$ cat src/rtl/m9k_arbiter_pkg.sv
// Shared widths, request/response records and arbiter state encoding.
package m9k_arb_pkg;

  localparam int unsigned M9K_ADDR_W = 15;
  localparam int unsigned M9K_DATA_W = 32;

  typedef struct packed {
    logic                  we;
    logic [M9K_ADDR_W-1:0] addr;
    logic [M9K_DATA_W-1:0] wdata;
  } m9k_req_t;

  typedef struct packed {
    logic                  valid;
    logic [M9K_DATA_W-1:0] data;
  } m9k_resp_t;

  typedef enum logic {
    ARB_IDLE  = 1'b0,
    ARB_BURST = 1'b1
  } arb_state_e;

endpackage

$ cat src/rtl/m9k_arbiter_if.sv
// Requester-side handshake bundle for the M9K arbiter.
interface m9k_arbiter_if
  import m9k_arb_pkg::*;
#(
  parameter int unsigned NUM_REQ = 2
);

  logic [NUM_REQ-1:0]                 req_valid;
  logic [NUM_REQ-1:0]                 req_we;
  logic [NUM_REQ-1:0][M9K_ADDR_W-1:0] req_addr;
  logic [NUM_REQ-1:0][M9K_DATA_W-1:0] req_wdata;
  logic [NUM_REQ-1:0]                 req_ready;
  logic [NUM_REQ-1:0]                 resp_valid;
  logic [M9K_DATA_W-1:0]              resp_data;

  modport master (
    output req_valid, req_we, req_addr, req_wdata,
    input  req_ready, resp_valid, resp_data
  );

  modport slave (
    input  req_valid, req_we, req_addr, req_wdata,
    output req_ready, resp_valid, resp_data
  );

endinterface

$ cat src/rtl/m9k_arbiter_rr_picker.sv
// Combinational round-robin picker: first valid entry at or after start.
module rr_picker #(
  parameter int unsigned N  = 2,
  parameter int unsigned IW = (N > 1) ? $clog2(N) : 1
) (
  input  logic [N-1:0]  valid,
  input  logic [IW-1:0] start,
  output logic [N-1:0]  onehot,
  output logic [IW-1:0] idx,
  output logic          any
);

  int unsigned   pos;
  logic [IW-1:0] p;

  // Scan N positions from start with wrap-around, keep the first hit.
  always_comb begin
    onehot = '0;
    idx    = '0;
    any    = 1'b0;
    pos    = 0;
    p      = '0;
    for (int unsigned k = 0; k < N; k++) begin
      pos = k + 32'(start);
      if (pos >= N) pos = pos - N;
      p = IW'(pos);
      if (!any && valid[p]) begin
        any       = 1'b1;
        idx       = p;
        onehot[p] = 1'b1;
      end
    end
  end

endmodule

$ cat src/rtl/m9k_arbiter.sv
// Round-robin, burst-limited arbiter in front of a single-port M9K controller.
module m9k_arbiter
  import m9k_arb_pkg::*;
#(
  parameter int unsigned NUM_REQ   = 2,
  parameter int unsigned MAX_BURST = 4
) (
  input  logic                  clk,
  input  logic                  rst_l,
  m9k_arbiter_if.slave          bus,
  output logic                  mem_w_en,
  output logic [M9K_ADDR_W-1:0] mem_addr,
  output logic [M9K_DATA_W-1:0] mem_data_store,
  input  logic [M9K_DATA_W-1:0] mem_data_load
);

  localparam int unsigned   IW      = (NUM_REQ > 1) ? $clog2(NUM_REQ) : 1;
  localparam int unsigned   CW      = $clog2(MAX_BURST + 1);
  localparam logic [CW-1:0] MAX_CNT = CW'(MAX_BURST);
  localparam logic [IW-1:0] LAST    = IW'(NUM_REQ - 1);

  logic [IW-1:0]         owner_q, owner_d;
  logic [CW-1:0]         burst_cnt_q, burst_cnt_d;
  arb_state_e            state_q, state_d;
  logic [NUM_REQ-1:0]    resp_valid_q, resp_valid_d;
  logic [M9K_DATA_W-1:0] resp_data_q, resp_data_d;

  logic [IW-1:0]      start_ptr;
  logic [NUM_REQ-1:0] pick_oh;
  logic [IW-1:0]      pick_idx;
  logic               pick_any;
  logic               keep_owner;
  logic [NUM_REQ-1:0] grant_oh;
  logic [IW-1:0]      grant_idx;
  logic               grant_any;
  m9k_req_t           sel_req;

  rr_picker #(.N(NUM_REQ), .IW(IW)) u_picker (
    .valid  (bus.req_valid),
    .start  (start_ptr),
    .onehot (pick_oh),
    .idx    (pick_idx),
    .any    (pick_any)
  );

  // Grant: stick with the owner inside an unfinished burst, else scan from owner+1.
  // Reset gates the grant so ready and write enable drop asynchronously.
  always_comb begin
    start_ptr  = (owner_q == LAST) ? '0 : owner_q + IW'(1);
    keep_owner = (state_q == ARB_BURST) && bus.req_valid[owner_q] &&
                 (burst_cnt_q < MAX_CNT);
    grant_oh   = '0;
    grant_idx  = owner_q;
    grant_any  = 1'b0;
    if (rst_l) begin
      if (keep_owner) begin
        grant_oh[owner_q] = 1'b1;
        grant_any         = 1'b1;
      end else begin
        grant_oh  = pick_oh;
        grant_idx = pick_idx;
        grant_any = pick_any;
      end
    end
    sel_req.we    = bus.req_we[grant_idx];
    sel_req.addr  = bus.req_addr[grant_idx];
    sel_req.wdata = bus.req_wdata[grant_idx];
  end

  // Memory port mux and requester-facing outputs.
  always_comb begin
    bus.req_ready  = grant_oh;
    mem_w_en       = grant_any & sel_req.we;
    mem_addr       = grant_any ? sel_req.addr  : '0;
    mem_data_store = grant_any ? sel_req.wdata : '0;
    bus.resp_valid = resp_valid_q;
    bus.resp_data  = resp_data_q;
  end

  // Next state: burst bookkeeping and read response capture.
  // A re-selected owner at the burst limit starts a fresh burst at 1.
  always_comb begin
    owner_d      = owner_q;
    burst_cnt_d  = burst_cnt_q;
    state_d      = state_q;
    resp_valid_d = '0;
    resp_data_d  = resp_data_q;
    if (grant_any) begin
      state_d = ARB_BURST;
      if ((grant_idx == owner_q) && (state_q == ARB_BURST) && (burst_cnt_q < MAX_CNT)) begin
        burst_cnt_d = burst_cnt_q + CW'(1);
      end else begin
        owner_d     = grant_idx;
        burst_cnt_d = CW'(1);
      end
      if (!sel_req.we) begin
        resp_valid_d = grant_oh;
        resp_data_d  = mem_data_load;
      end
    end else begin
      state_d     = ARB_IDLE;
      burst_cnt_d = '0;
    end
  end

  // State registers; reset drops any response in flight.
  always_ff @(posedge clk or negedge rst_l) begin
    if (!rst_l) begin
      owner_q      <= '0;
      burst_cnt_q  <= '0;
      state_q      <= ARB_IDLE;
      resp_valid_q <= '0;
      resp_data_q  <= '0;
    end else begin
      owner_q      <= owner_d;
      burst_cnt_q  <= burst_cnt_d;
      state_q      <= state_d;
      resp_valid_q <= resp_valid_d;
      resp_data_q  <= resp_data_d;
    end
  end

endmodule

$ cat src/flat_wrapper.sv
// flat-port wrapper written by rule: the top's interface ports become plain ports
module m9k_arbiter_flat import m9k_arb_pkg::*;
#(
  parameter int unsigned NUM_REQ   = 2,
  parameter int unsigned MAX_BURST = 4
)
  (clk, rst_l, mem_w_en, mem_addr, mem_data_store, mem_data_load, bus_req_valid, bus_req_we, bus_req_addr, bus_req_wdata, bus_req_ready, bus_resp_valid, bus_resp_data);
  m9k_arbiter_if #(.NUM_REQ(NUM_REQ)) bus_i ();
  input  logic clk;
  input  logic rst_l;
  output logic mem_w_en;
  output logic [M9K_ADDR_W-1:0] mem_addr;
  output logic [M9K_DATA_W-1:0] mem_data_store;
  input  logic [M9K_DATA_W-1:0] mem_data_load;
  input wire logic [$bits(bus_i.req_valid)-1:0] bus_req_valid;
  input wire logic [$bits(bus_i.req_we)-1:0] bus_req_we;
  input wire logic [$bits(bus_i.req_addr)-1:0] bus_req_addr;
  input wire logic [$bits(bus_i.req_wdata)-1:0] bus_req_wdata;
  output wire logic [$bits(bus_i.req_ready)-1:0] bus_req_ready;
  output wire logic [$bits(bus_i.resp_valid)-1:0] bus_resp_valid;
  output wire logic [$bits(bus_i.resp_data)-1:0] bus_resp_data;
  assign bus_i.req_valid = bus_req_valid;
  assign bus_i.req_we = bus_req_we;
  assign bus_i.req_addr = bus_req_addr;
  assign bus_i.req_wdata = bus_req_wdata;
  assign bus_req_ready = bus_i.req_ready;
  assign bus_resp_valid = bus_i.resp_valid;
  assign bus_resp_data = bus_i.resp_data;
  m9k_arbiter #(.NUM_REQ(NUM_REQ), .MAX_BURST(MAX_BURST)) u_core (.clk(clk), .rst_l(rst_l), .bus(bus_i), .mem_w_en(mem_w_en), .mem_addr(mem_addr), .mem_data_store(mem_data_store), .mem_data_load(mem_data_load));
endmodule
$ cat config.mk
export PLATFORM = sky130hd
export DESIGN_NAME = m9k_arbiter_flat
export DESIGN_NICKNAME = d
export VERILOG_FILES = /design/src/rtl/m9k_arbiter_pkg.sv /design/src/rtl/m9k_arbiter_if.sv /design/src/rtl/m9k_arbiter_rr_picker.sv /design/src/rtl/m9k_arbiter.sv /design/src/flat_wrapper.sv
export SDC_FILE = /design/constraint.sdc
export NUM_CORES = 1
export LEC_CHECK = 0
export BUFFER_PORTS_ARGS = -buffer_cell sky130_fd_sc_hd__clkbuf_2
export CAP_MARGIN = 20
export CORE_ASPECT_RATIO = 1.1
export CORE_MARGIN = 3
export CORE_UTILIZATION = 35
export DETAILED_ROUTE_END_ITERATION = 8
export PLACE_DENSITY = 0.87
export SLEW_MARGIN = 20
export SYNTH_ARGS = -nofsm -noshare
export SYNTH_HDL_FRONTEND = slang
export SYNTH_SLANG_ARGS = --single-unit
$ cat constraint.sdc
create_clock -name clk -period 1.9 [get_ports clk]
set_clock_uncertainty 0.15 [all_clocks]
set_input_delay 0.19 -clock clk [delete_from_list [all_inputs] [get_ports clk]]
set_output_delay 0.19 -clock clk [all_outputs]
set_load 0.02 [all_outputs]
==> flow_metrics.tcl, run 1 <==
set metrics [dict create \
    ys_seq_elements 39 \
    status "finished, violations left" \
    crit_required_ps 1560 \
    avgSynthCellArea_um2 9.150 \
    min_to "u_core.bus.resp_data[3]" \
    drc_errors 0 \
    whs_path_depth 2 \
    fin_cells 616 \
    peakVddDrop_v 0.0009261 \
    failed_checks "hold timing, setup timing" \
    finalHoldViolations 3 \
    portBuffers 215 \
    maxSlewViolCount 0 \
    pin_count 216 \
    fin_crit_ps 2301 \
    hp-start "mem_data_load[3]" \
    r2r_slack_ps -350 \
    synth_cells 278 \
    cp_max_fo 48 \
    cap_viol_max_count 0 \
    final_net_count 666 \
    place_area_mm2 0.003965 \
    n_antenna_cell 0 \
    leakagePower_nw 2.530 \
    syn_area_mm2 0.002544 \
    rsz0062_at_grt "true" \
    rows 31 \
    fin_crit_sh_pct 121.1 \
    clockBufferDepth 2 \
    numCtsBuffers 5 \
    clkTransAtPathRegs_ps 80 \
    setup_ws_ps -400.6 \
    setup-violations-final 82 \
    dr.pass1.iters 4 \
    r2r_start "u_core.owner_q" \
    power_density_mw_per_mm2 774.9 \
    postLayoutCoreUtil_pct 74.67 \
    vias 3470 \
    drive_gt1_share_pct 65.36 \
    drtIter0Drc 201 \
    fmax_mhz 434.7 \
    first_global_vias 3519 \
    die_h_um 95.41 \
    n_fill_cell 432 \
    ant_nets 0 \
    yosys_warnings 0 \
    overflow 0 \
    start_util_pct 37.26 \
    hold_path.class "in -> reg" \
    synth.distinct_cells 26 \
    dpl.cell_count 563 \
    slew_headroom_pct 71.35 \
    grt_pass1_wl_mm 18.11 \
    chipWidth_um 87.29 \
    endpoint_kind "output pin" \
    regToRegEndpoint "u_core.bus.resp_data[15]" \
    place.gp.congestion 0.8389 \
    reg2regPathDepth 9 \
    core_mm2 0.006827 \
    cts-htree-levels 2 \
    syn2layout_area_growth_pct 100.4 \
    crit_arrival_ps 1960 \
    wire_per_inst_um 21.26 \
    antenna_found_initial 0 \
    cts_tree "built" \
    crit_path_start_kind "register" \
    vias_per_cell 5.633 \
    setup.worst_path.class "reg -> out" \
    die_area_mm2 0.008328 \
    cts.sinks 39 \
    grt_max_degree 51 \
    hold_ws_ps -2.916 \
    insertion_delay_ps 290 \
    clockRootBuffer "clkbuf_8" \
    final_area_mm2 0.005097 \
    ys_seq_area_share_pct 38.37 \
    hpwl_mm 7.133 \
    synth.net_count 411 \
    wl_mm 13.10 \
    worst_slew_pin_slew_ps 429.7 \
    grtUsageTotal_pct 27.73 \
]
## cells in the mapped netlist
cell type / instances / area, um2
o21ai_0: 47 / 235.2
clkbuf_1: 21 / 78.83
nand2_1: 3 / 11.26
o21ai_1: 3 / 15.01
and3_1: 3 / 18.77
a21oi_1: 52 / 260.3
mux2_4: 30 / 450.4
mux2i_1: 1 / 10.01
nor3_1: 1 / 5.000
ha_1: 1 / 12.51
o32a_4: 1 / 22.52
a211o_1: 1 / 8.760
dfrtp_1: 39 / 975.9
clkbuf_2: 1 / 5.000
nor4bb_4: 1 / 25.02
nor2_1: 3 / 11.26
and2_4: 1 / 8.760
mux2_2: 2 / 22.52
buf_6: 4 / 45.04
inv_1: 2 / 7.510
a211oi_1: 1 / 7.510
nand3_1: 50 / 250.2
buf_2: 4 / 20.02
nand2b_1: 4 / 25.02
a21o_1: 1 / 7.510
buf_1: 1 / 3.750
## registers in the layout, summed over array words and instances, names as in the netlist
| name | flops |
|---|---|
| u_core.bus.resp_valid | 2 |
| u_core.burst_cnt_q | 3 |
| u_core.state_q | 1 |
| u_core.bus.resp_data | 32 |
| u_core.owner_q | 1 |
## cell type report
cell class	count	area (um2)	share of cell area (%)
timing repair buffer	279	2213	43.42
multi-input combinational	206	1664	32.65
sequential	39	977.2	19.17
tap	82	102.6	2.013
clock buffer	6	72.57	1.424
clock inverter	2	60.06	1.178
inverter	2	7.507	0.1473
## layer usage
layer	vias up	global-route usage (%)	share of wire (%)
li1	1525	-	-
met4	0	10.23	3.4
met3	45	6.742	11
met5	-	0	0
met2	252	49.87	51
met1	1648	31.48	35
## how the worst max path moves through the flow
stage	start	end	slack (ps)	cells after the start
after floorplan	u_core.owner_q	u_core.bus.resp_data[10]	-2	6
after global placement	u_core.owner_q	mem_data_store[31]	-80	6
after detailed placement	u_core.burst_cnt_q[2]	mem_data_store[1]	-90	6
after CTS	u_core.state_q	mem_addr[3]	-360	6
after global routing	u_core.owner_q	mem_data_store[20]	-440	8
final	u_core.owner_q	mem_data_store[21]	-400	7
## repair_timing
action | 4_1_cts | 5_1_grt
cloned | 4 | 6
hold buffers | 30 | 0
pin swaps | 8 | 18
endpoints found under the hold margin | 67 | 0
setup buffers | 5 | 3
endpoints found under the setup margin | 82 | 82
resized for setup | 107 | 56
## stage by stage
stage          setup WS (ps)  total power, mW  TNS, ps
2_1_floorplan         -2.063            2.113   -41.27
3_3_place_gp          -82.92            2.630   -722.4
3_5_place_dp          -93.96            2.697    -3164
4_1_cts               -363.6            3.791   -19950
5_1_grt               -441.8            4.103   -29780
6_report              -400.6            3.950   -26050
## kinds of logic (layout without fill, tap and decap cells)
logic type               count (synthesis)  in the layout  share of synthesized area [%]
AO/OA/AOI/OAI                          106            106                          21.89
adder cells (fa/ha/maj)                  1              1                         0.4918
buffers and inverters                   33            289                          6.296
flip-flops                              39             39                          38.37
multiplexers                            33             33                          18.99
AND/OR/NAND/NOR                         66             66                          13.97
## placed cells by master, fill, tap and decap left out, types with 19 or more instances in the layout
| cell type | Yosys | final |
|---|---|---|
| nand3_1 | 50 | 45 |
| o21ai_1 | 3 | 27 |
| mux2_4 | 30 | 32 |
| buf_4 | 0 | 20 |
| o21ai_0 | 47 | 19 |
| dfrtp_1 | 39 | 38 |
| clkbuf_8 | 0 | 41 |
| dlygate4sd3_1 | 0 | 30 |
| clkbuf_2 | 1 | 165 |
| a21oi_2 | 0 | 41 |
## power by group
group	total, mW	switching [mW]	leakage, nW	internal (mW)
registers	1.16	0.148	0.467	1.02
logic	1.96	1.00	2.00	0.952
clock network	0.831	0.306	0.0654	0.525
total	3.95	1.46	2.53	2.49
## worst max-delay path, cell delays in order (launching register included)
cell,delay [ps]
dfrtp_2,440
buf_4,150
and2_4,150
and3_1,200
buf_12,170
o21ai_0,260
a21oi_2,90
clkbuf_8,160
(Power assumes the default switching activity.)
==> inputs of run 2 (changes only) <==
REMOVE_ABC_BUFFERS = 1   (was default)
==> flow_metrics.tcl, run 2 (synthesized netlist as in run 1, its figures left out) <==
set metrics [dict create \
    largest_reg_flops 32 \
    vias_per_cell 5.680 \
    maxSlewViolCount 0 \
    setup-violations-final 82 \
    grt_max_degree 47 \
    leakagePower_nw 2.515 \
    dr.pass1.iters 6 \
    worst_slew_pin_slew_ps 475.8 \
    clockRootBuffer "clkbuf_8" \
    endpoint_kind "output pin" \
    crit_path_start_kind "register" \
    antenna_found_initial 0 \
    hold_path.class "in -> reg" \
    overflow 0 \
    cap_viol_max_count 0 \
    chipWidth_um 87.29 \
    die_area_mm2 0.008328 \
    layout_commonest_cell "clkbuf_2" \
    pin_count 216 \
    cp_max_fo 23 \
    grt_pass1_wl_mm 17.87 \
    syn2layout_area_growth_pct 96.36 \
    wl_mm 13.13 \
    fmax_mhz 429.4 \
    wire_per_inst_um 21.10 \
    numCtsBuffers 5 \
    cts.sinks 39 \
    crit_arrival_ps 1990 \
    n_antenna_cell 0 \
    die_h_um 95.41 \
    power_density_mw_per_mm2 738.6 \
    clockBufferDepth 2 \
    ant_nets 0 \
    cts_tree "built" \
    setup.worst_path.class "reg -> out" \
    status "finished, violations left" \
    fin_crit_ps 2329 \
    grtUsageTotal_pct 27.79 \
    rows 31 \
    start_util_pct 37.26 \
    cts-htree-levels 2 \
    drc_errors 0 \
    portBuffers 215 \
    final_net_count 672 \
    rsz0062_at_grt "true" \
    final_cell_mix "clkbuf_2 (165), dfrtp_1 (39), mux2_4 (32), dlygate4sd3_1 (32), buf_4 (32)" \
    place.gp.congestion 0.9634 \
    core_mm2 0.006827 \
    slew_headroom_pct 68.28 \
    setup_tns_ps -28040 \
    hpwl_mm 7.627 \
    drtIter0Drc 211 \
    first_global_vias 3370 \
    failed_checks "setup timing" \
    drive_gt1_share_pct 65.19 \
    setup_ws_ps -428.7 \
    crit_required_ps 1560 \
    fin_crit_sh_pct 122.6 \
    insertion_delay_ps 280 \
    peakVddDrop_v 0.0007696 \
    finalHoldViolations 0 \
    clkTransAtPathRegs_ps 80 \
    hold_ws_ps 12.20 \
    vias 3533 \
]
run 2: changes by cell type in the layout (fill, tap and decap cells not counted), moves of 18 or more:
cell / change
nand3_1: -21
nand3_2: +18
a21oi_2: -20
clkbuf_8: -31
a21oi_1: +20
clkbuf_4: +18
run 2: routing by layer:
layer	GRT usage, %	share of wire (%)	vias to the layer above
met4	10.36	4.2	0
met1	32.88	35	1693
met5	0	0	-
li1	-	-	1533
met3	4.149	7.6	57
met2	50.31	53	250
run 2: final timing paths:
check	from	to	slack, ps	cells past startpoint
max reg2reg	u_core.owner_q	u_core.bus.resp_data[3]	-370	8
max	u_core.burst_cnt_q[2]	mem_data_store[7]	-430	6
min in group asynchronous	rst_l	u_core.bus.resp_valid[1]	250	3
min reg2reg	u_core.burst_cnt_q[0]	u_core.burst_cnt_q[0]	330	1
max in group asynchronous	rst_l	u_core.bus.resp_data[10]	810	3
min	mem_data_load[3]	u_core.bus.resp_data[3]	10	2
run 2: cell type report:
cell class / count / area, um2
Sequential cell: 39 / 975.9
Clock inverter: 1 / 7.507
Fill cell: 455 / 1832
Multi-Input combinational cell: 206 / 1704
Timing Repair Buffer: 285 / 2101
Clock buffer: 7 / 96.34
Inverter: 2 / 7.507
Tap cell: 82 / 102.6
run 2: what timing repair did:
item	in CTS	in global routing
gates resized for setup	74	111
endpoints found under the hold margin	67	2
setup buffers	8	3
pin swaps	7	17
setup endpoints to repair	82	82
cloned	6	3
hold buffers	30	2
run 2: critical path, stage by stage, from the launching register on:
cell      delay, ps
dfrtp_1         390
nand2b_1        280
and3_2          310
buf_12          180
o21ai_0         130
a21oi_1         200
clkbuf_4        200
run 2: stage by stage:
step / area [um2] / std cells / utilization, % / setup WS [ps] / power [mW]
finish: 4995 / 622 / 73.17 / -428.7 / 3.689
global route: 4995 / 622 / 73.17 / -479.2 / 3.842
CTS: 4679 / 617 / 68.55 / -386.9 / 3.521
detailed placement: 3837 / 565 / 56.21 / -103.4 / 2.643
global placement: 3837 / 565 / 56.21 / -46.61 / 2.579
floorplan: 2391 / 247 / - / -1371 / 1.996
run 2: report_power, final:
part	internal, mW	leakage [nW]	total [mW]	switching (mW)
registers	1.01	0.468	1.15	0.136
logic	0.911	2.00	1.90	0.990
clock network	0.331	0.0505	0.637	0.307
==> inputs of run 3 (changes only) <==
RECOVER_POWER = 25   (was default)
==> flow_metrics.tcl, run 3 (synthesized netlist as in run 1, its figures left out) <==
set metrics [dict create \
    cap_viol_max_count 0 \
    ant_nets 0 \
    crit_family "simple AND/OR/NAND/NOR gates" \
    peakVddDrop_v 0.0007692 \
    worst_slew_pin_slew_ps 927.1 \
    postLayoutCoreUtil_pct 73.02 \
    syn2layout_area_growth_pct 95.97 \
    die_area_mm2 0.008328 \
    place.gp.congestion 0.9634 \
    rsz0062_at_grt "true" \
    vias_per_cell 5.685 \
    grt_pass1_wl_mm 17.87 \
    cp_max_fo 23 \
    crit_path_start_kind "register" \
    cts_tree "built" \
    slew_headroom_pct 38.19 \
    final_cell_mix "clkbuf_2 (166), dfrtp_1 (39), mux2_4 (32), dlygate4sd3_1 (32), a21oi_1 (30)" \
    die_h_um 95.41 \
    cpPeakStageDelay_ps 390 \
    wire_per_inst_um 21.15 \
    cts.sinks 39 \
    drtIter0Drc 212 \
    setup_tns_ps -30230 \
    hold_path.class "in -> reg" \
    failed_checks "setup timing" \
    layout_commonest_cell "clkbuf_2" \
    grtUsageTotal_pct 27.79 \
    multi_input_comb_area_mm2 0.001704 \
    cts-htree-levels 2 \
    numCtsBuffers 5 \
    pin_count 216 \
    fmax_mhz 426.2 \
    endpoint_kind "output pin" \
    leakagePower_nw 2.507 \
    crit_required_ps 1560 \
    cp_slowest_cell "dfrtp_1" \
    cp.buffers_inverters 2 \
    cp_cell_sequence "nand2b_1 > and3_2 > buf_12 > o21ai_0 > a21oi_1 > clkbuf_4" \
    vias 3536 \
    clkTransAtPathRegs_ps 80 \
    grt_max_degree 47 \
    portBuffers 215 \
    rows 31 \
    fin_crit_ps 2347 \
    final_net_count 672 \
    setup.worst_path.class "reg -> out" \
    wl_mm 13.15 \
    setup-violations-final 82 \
    maxSlewViolCount 0 \
    drive_gt1_share_pct 64.81 \
    clockRootBuffer "clkbuf_8" \
    n_antenna_cell 0 \
    start_util_pct 37.26 \
    n_fill_cell 460 \
    power_density_mw_per_mm2 740.0 \
    setup_ws_ps -446.5 \
    first_global_vias 3370 \
    hpwl_mm 7.627 \
    regArea_um2 975.9 \
    dr.pass1.iters 5 \
    chipWidth_um 87.29 \
    fin_crit_sh_pct 123.5 \
    finalHoldViolations 0 \
    overflow 0 \
    largest_reg_flops 32 \
    status "finished, violations left" \
    clockBufferDepth 2 \
    insertion_delay_ps 290 \
    crit_arrival_ps 2010 \
    core_mm2 0.006827 \
    antenna_found_initial 0 \
    drc_errors 0 \
]
[run 3: cell count changes in the layout (fill, tap and decap cells not counted)]
| cell | change |
|---|---|
| clkbuf_1 | +2 |
| clkbuf_2 | +1 |
| buf_4 | -3 |
[run 3: final timing paths]
path	startpoint	end	cells past startpoint	slack, ps
max reg2reg	u_core.owner_q	u_core.bus.resp_data[3]	8	-360
max in group asynchronous	rst_l	u_core.bus.resp_data[10]	3	400
min reg2reg	u_core.burst_cnt_q[0]	u_core.burst_cnt_q[0]	1	330
min	mem_data_load[3]	u_core.bus.resp_data[3]	2	10
min in group asynchronous	rst_l	u_core.burst_cnt_q[2]	3	330
max	u_core.burst_cnt_q[2]	mem_data_store[7]	6	-450
[run 3: worst register-to-register path, cell delays in order, from the launching register on]
cell and delay (ps):
dfrtp_1 420, nor4bb_4 360, buf_4 180, buf_4 100, a211o_1 140, o32a_4 230
buf_12 130, buf_12 130, mux2_4 310
[run 3: timing repair]
item,CTS,global route
cloned,6,3
endpoints found under the setup margin,82,82
endpoints found under the hold margin,67,2
setup buffers,8,3
hold buffers,30,2
pin swaps,7,17
gates resized for setup,74,111
[run 3: area by class of cell]
type / count / area share, %
inverter: 2 / 0.1506
clock buffer: 7 / 1.933
multi-input combinational: 206 / 34.19
tap: 82 / 2.058
sequential: 39 / 19.58
clock inverter: 1 / 0.1506
timing repair buffer: 285 / 41.94
[run 3: through the flow]
step | hold WS [ps] | std cells | power [mW] | setup slack, ps | area, um2
after CTS | 1.769 | 617 | 3.521 | -386.9 | 4679
after global placement | 16.00 | 565 | 2.579 | -46.61 | 3837
after detailed placement | 19.15 | 565 | 2.643 | -103.4 | 3837
final | 10.14 | 622 | 3.689 | -446.5 | 4985
after floorplan | -255.6 | 247 | 1.996 | -1371 | 2391
after global routing | 2.447 | 622 | 3.839 | -479.2 | 4985
[run 3: report_power, final]
part | switching, mW | total (mW) | internal, mW | leakage [nW]
registers | 0.138 | 1.15 | 1.01 | 0.468
clock network | 0.307 | 0.638 | 0.331 | 0.0505
logic | 0.990 | 1.90 | 0.909 | 1.99
[run 3: metal layers]
layer,vias up,GRT usage (%),wire [um]
met1,1695,32.88,4735
met3,56,4.149,944
met5,-,0,0
met4,0,10.36,559
met2,250,50.31,6914
li1,1535,-,-
